===== src/rtl/perceptron_arbiter.sv =====
// Shares one perceptron between NREQ requesters: round-robin issue, in-order tag FIFO return.
// Define PERC_ARB_FIXED_PRIO_EN for fixed priority (lowest index wins) instead of round-robin.
module perceptron_arbiter #(
  parameter int NREQ      = 4,
  parameter int WIDTH     = 8,
  parameter int TAG_DEPTH = 4
) (
  input  logic                    clk,
  input  logic                    reset,
  input  logic [NREQ-1:0]         req_val_i,
  output logic [NREQ-1:0]         req_rdy_o,
  input  logic [NREQ*WIDTH-1:0]   req_X0_i,
  input  logic [NREQ*WIDTH-1:0]   req_X1_i,
  output logic [NREQ-1:0]         resp_val_o,
  input  logic [NREQ-1:0]         resp_rdy_i,
  output logic                    resp_Y_o,
  output logic                    p_val_o,
  input  logic                    p_rdy_i,
  output logic [WIDTH-1:0]        p_X0_o,
  output logic [WIDTH-1:0]        p_X1_o,
  input  logic                    p_val_i,
  output logic                    p_rdy_o,
  input  logic                    p_Y_i
);
  localparam int IDW = $clog2(NREQ);
  localparam int PW  = $clog2(TAG_DEPTH);
  localparam int CW  = PW + 1;

  logic [IDW-1:0] rr_ptr;
  logic [IDW-1:0] gnt;
  logic [IDW-1:0] idx;
  logic           any_req;
  logic           can_issue;
  logic           issue_fire;
  logic           ret_fire;
  logic           fifo_full;
  logic           fifo_empty;
  logic [IDW-1:0] head;
  logic [IDW-1:0] tag_mem [TAG_DEPTH];
  logic [PW-1:0]  wr_ptr;
  logic [PW-1:0]  rd_ptr;
  logic [CW-1:0]  count;

  // First valid requester at or after rr_ptr, wrapping modulo NREQ.
  always_comb begin
    gnt     = '0;
    idx     = '0;
    any_req = 1'b0;
    for (int i = 0; i < NREQ; i++) begin
      idx = IDW'((int'(rr_ptr) + i) % NREQ);
      if (!any_req && req_val_i[idx]) begin
        gnt     = idx;
        any_req = 1'b1;
      end
    end
  end

  assign fifo_full  = (count == CW'(TAG_DEPTH));
  assign fifo_empty = (count == '0);
  assign head       = tag_mem[rd_ptr];

  // Full blocks issue even when a pop happens this cycle; no bypass path.
  assign can_issue  = !reset && any_req && !fifo_full;
  assign issue_fire = can_issue && p_rdy_i;
  assign p_val_o    = can_issue;
  assign p_X0_o     = can_issue ? req_X0_i[gnt*WIDTH +: WIDTH] : '0;
  assign p_X1_o     = can_issue ? req_X1_i[gnt*WIDTH +: WIDTH] : '0;

  always_comb begin
    req_rdy_o = '0;
    if (issue_fire) req_rdy_o[gnt] = 1'b1;
  end

  // A response with no tag outstanding is dropped: not accepted, not routed.
  assign p_rdy_o  = !reset && !fifo_empty && resp_rdy_i[head];
  assign ret_fire = p_val_i && p_rdy_o;
  assign resp_Y_o = p_Y_i;

  always_comb begin
    resp_val_o = '0;
    if (!reset && p_val_i && !fifo_empty) resp_val_o[head] = 1'b1;
  end

  always_ff @(posedge clk) begin
    if (reset) begin
      wr_ptr <= '0;
      rd_ptr <= '0;
      count  <= '0;
    end else begin
      if (issue_fire) wr_ptr <= wr_ptr + 1'b1;
      if (ret_fire)   rd_ptr <= rd_ptr + 1'b1;
      case ({issue_fire, ret_fire})
        2'b10:   count <= count + 1'b1;
        2'b01:   count <= count - 1'b1;
        default: count <= count;
      endcase
    end
  end

  always_ff @(posedge clk) begin
    if (issue_fire) tag_mem[wr_ptr] <= gnt;
  end

`ifdef PERC_ARB_FIXED_PRIO_EN
  assign rr_ptr = '0;
`else
  always_ff @(posedge clk) begin
    if (reset)           rr_ptr <= '0;
    else if (issue_fire) rr_ptr <= (gnt == IDW'(NREQ - 1)) ? '0 : gnt + 1'b1;
  end
`endif

endmodule


===== config.mk =====
export PLATFORM = sky130hd
export DESIGN_NAME = perceptron_arbiter
export DESIGN_NICKNAME = d
export VERILOG_FILES = /design/src/rtl/perceptron_arbiter.sv
export SDC_FILE = /design/constraint.sdc
export NUM_CORES = 1
export LEC_CHECK = 0
export BUFFER_PORTS_ARGS = -buffer_cell sky130_fd_sc_hd__buf_2
export CELL_PAD_IN_SITES_DETAIL_PLACEMENT = 0
export CELL_PAD_IN_SITES_GLOBAL_PLACEMENT = 1
export CORE_MARGIN = 8
export CORE_UTILIZATION = 27
export CTS_CLUSTER_SIZE = 8
export DETAILED_ROUTE_END_ITERATION = 7
export HOLD_SLACK_MARGIN = 0.02
export PLACE_DENSITY_LB_ADDON = 0.1
export SYNTH_ARGS = -nofsm -noshare
export SYNTH_HDL_FRONTEND = slang
export SYNTH_SLANG_ARGS = --single-unit

===== constraint.sdc =====
create_clock -name clk -period 2.5 [get_ports clk]
set_input_delay 0.25 -clock clk [delete_from_list [all_inputs] [get_ports clk]]
set_output_delay 0.25 -clock clk [all_outputs]
set_load 0.02 [all_outputs]

Word level (Yosys, flattened, before mapping) --
Memory sizes are Yosys's and may differ from the RTL's. A register that Yosys moved wholly into a read port is not among the register bits. Index checks and enable logic that the tools add are counted.
Word-level totals: register bits 9, bits in writable memories 8, bits of input ports 77, output and inout port bits 27, memories 1
Operators by class: add/subtract/negate cells 8, order comparisons 8, equal/unequal tests 4, shifts and indexed selects 2, muxes and demuxes 32, reduce and logical (&&, ||, !) cells 21
Memories:
- tag_mem | words 4, width 2, rd ports 1, clocked after memory_dff 1, wr ports 1, RTL line 39 | logic [IDW-1:0] tag_mem [TAG_DEPTH];
Operators with widths (count):
- $shiftx A32 B6 Y8 | 2
- $lt A2 B3 Y1 const B | 6
- $mux W8 | 2
- $mux W2 | 7
- $logic_and A1 B1 Y1 | 13
- $mux W1 | 13
- $bmux W1 S2 | 5
- $add A2 B1 Y2 const B | 4
- $mux W4 | 2
- $logic_not A1 Y1 | 6
- $pmux W3 S2 | 1
- $add A2 B2 Y2 const B | 2
- $demux W1 S2 | 2
- $eq A2 B2 Y1 const B | 2
- $ge A2 B1 Y1 const B | 2
- $add A3 B1 Y3 const B | 1
- $eq A3 B3 Y1 const B | 1
- $logic_not A3 Y1 | 1
- $sub A3 B1 Y3 const B | 1
- $eq A2 B1 Y1 const B | 1
- $reduce_bool A2 Y1 | 1

Logic depth before layout (Yosys ltp) --
depth after elaboration 17, depth in mapped cells 12, gate-level depth less buffers 10

Least setup slack after synthesis --
No wires, ideal clock.
path type register to output, start point register (tool-made name), end point output p_rdy_o, arrival time 2459 ps, slack -209 ps, stages on the path, launching flop included 5, path through dfxtp_1 > mux4_1 > mux2i_1 > and2b_2 > a2111oi_0
RTL lines:
- end, declared | RTL line 22 | output logic p_rdy_o,

==> flow_summary.ini <==
[status]
outcome = complete, but fails checks
violations = negative setup slack

[drt]
drt_iter0_markers = 66
wl_met1_mm = 2.513
routed.top_layer = met4
antenna_left = 0
dr_wl_met3_um = 416
dr_total_vias = 1867
drc_errors = 0
routed_wl_mm = 5.700
via_per_inst = 4.887
dr_wl_met2_mm = 2.707
wl_per_cell_um = 14.92
first_pass_iters = 4

[yosys]
async_flop_share_pct = 0
synthCells = 200
avgSynthCellArea_um2 = 8.446
syn_nets = 287
ys_ff_latch = 19
yosysSeqAreaShare_pct = 27.26
synth_edf_count = 8
synthesis.area_mm2 = 0.001689
yosys_warnings = 0
synthFlopType = dfxtp_1
ys_types = 37

[job]
cap_violations = 0

[sta]
maxSlewViolCount = 0
relSlewSlack_pct = 76.98
max_freq_mhz = 389.2
fin_crit_ps = 2569
rsz0062_at_grt = yes
setup_viol_count_final = 1
timing.setup.tns_ps = -69.28
clock_skew_ps = 5.840
worst_pin_slew_ps = 335.7
finalHoldViolCount = 0
worst_slack_ps = -69.28
period_share_pct = 102.8

[floorplanning]
coreArea_mm2 = 0.006205
num_rows = 29
die_y_um = 95.10
dieArea_mm2 = 0.009043
io_pins = 104
die_w_um = 95.10
initial_utilization_pct = 27.22

[critical_path]
end_kind = flop
crit_buf_inv = 1
cp_top_family = simple AND/OR/NAND/NOR gates
crit_arrival_ps = 2760
max_stage_delay_ps = 500
crit_chain = mux4_2, or3_4, o22ai_4, ha_4, inv_2, fa_2, xor2_1, or3_1, a21oi_1
worstPathRequired_ps = 2690
worst-path-max-fanout = 2
critPathSlowestCell = mux4_2
path_class = flop to flop
cp-start-kind = flop

[layout]
drive_above_1_share_pct = 45.25
ff_latch_area_um2 = 462.9
final_nets = 393
fin_cells = 382
multi_input_area_mm2 = 0.001140
antenna_cells = 0
fillCellCount = 654
fin_area_mm2 = 0.002462
syn_to_final_growth_pct = 45.78

[clock_tree]
numCtsBuffers = 3
cts_hold_buf = 0
ctsHtreeMaxLevel = 1
worstSkewPairLatency_ps = 260
clockRootBuffer = clkbuf_8
cts_sinks = 19
cts_tree = yes
cts_buffer_depth = 2
path_clk_slew_ps = 80

[min_path]
hold_class = primary input to flop

[power]
p_leak_nw = 1.119
p_per_area_mw_per_mm2 = 412.5
power_mw = 1.016
vdd_drop_max_mv = 0.2013

[placement]
placedCellCount = 377
portBuffers = 101
gp_congestion = 0.7993
place_area_mm2 = 0.002396
place_hpwl_mm = 4.557

[global_routing]
grt_first_pass_wirelength_mm = 8.832
grt_start_max_net_pins = 37
overflow = 0
grt_pass1_vias = 1807
grt_util_all_layers_pct = 11.98
antenna_found_initial = 0
## worst paths after layout
kind / start / endpoint / slack, ps / cells past startpoint
max: flop / count[2]$_SDFFE_PP0P_ / -70 / 9
min: reset / rr_ptr[1]$_SDFFE_PP0P_ / 360 / 3
max reg2reg: flop / count[2]$_SDFFE_PP0P_ / -70 / 9
min reg2reg: rd_ptr[1]$_SDFFE_PP0P_ / flop / 460 / 1
## logic make-up (layout without fill, tap and decap cells)
logic type / Yosys count / in the layout / synth area share (%)
mux: 7 / 7 / 5.852
compound gates: 59 / 59 / 28.67
buf+inv: 30 / 135 / 7.185
simple gates: 71 / 71 / 21.11
xor+xnor: 4 / 4 / 2.074
flops: 19 / 19 / 27.26
fa+ha+maj: 10 / 10 / 7.852
## worst reg2reg max path, stage by stage, from the launching register on
cell and delay, ps:
dfxtp_2 340, mux4_2 500, or3_4 360, o22ai_4 200
ha_4 160, inv_2 30, fa_2 320, xor2_1 150
or3_1 300, a21oi_1 130
## final cells by class
cell class	count	share of cell area (%)
inverter	11	1.677
multi-input combinational	151	46.29
timing repair buffer	120	27.34
clock inverter	1	0.3049
clock buffer	3	1.677
tap	77	3.913
sequential	19	18.80
## per-stage QoR
stage	util, %	worst slack [ps]	hold slack [ps]
after floorplan	-	-117.8	420.3
after global placement	38.62	-102.3	453.9
after detailed placement	38.62	-160.8	463.3
after CTS	39.46	-111.6	368.0
after global routing	39.69	-170.5	387.7
final	39.69	-69.28	356.5
## placed cells by master (no fill, tap or decap), drive strengths merged, types with 8 or more instances in the layout
cell type  netlist  routed
nand2           19      19
buf              6     120
and2             8       8
a311oi          32      32
dfxtp           11      11
inv             11      11
a21boi          16      16
nor2            14      14
edfxtp           8       8
ha               9       9
nand3           16      16
## metal layers
layer,up-vias,GRT usage (%)
li1,958,-
met1,852,15.71
met2,53,18.64
met3,4,4.252
met4,0,2.081
met5,-,0
## where the power goes
part | internal (mW) | switching, mW | total, mW | leakage, nW
Sequential | 0.339 | 0.0107 | 0.350 | 0.164
Combinational | 0.194 | 0.254 | 0.448 | 0.933
Clock | 0.112 | 0.105 | 0.217 | 0.0217
## synthesized netlist by cell type (2+ instances only)
library cell | count | area (µm²)
a211oi_1 | 2 | 15.01
a21boi_0 | 16 | 120.1
a21oi_1 | 3 | 15.01
a311oi_1 | 32 | 280.3
and2_1 | 8 | 50.05
and2b_2 | 2 | 17.52
buf_2 | 4 | 20.02
clkbuf_1 | 13 | 48.80
dfxtp_1 | 11 | 220.2
edfxtp_1 | 8 | 240.2
ha_1 | 9 | 112.6
inv_1 | 11 | 41.29
mux2i_1 | 5 | 50.05
nand2_1 | 19 | 71.32
nand2b_1 | 3 | 18.77
nand3_1 | 16 | 80.08
nor2_1 | 14 | 52.55
nor2b_1 | 3 | 18.77
xnor2_1 | 2 | 17.52
xor2_1 | 2 | 17.52
## timing repair
| action | in CTS | in global routing |
|---|---|---|
| gates resized for setup | 2 | 3 |
| pin swaps | 3 | 0 |
| setup endpoints to repair | 3 | 8 |
| setup buffers | 1 | 0 |
(Power assumes the default switching activity.)
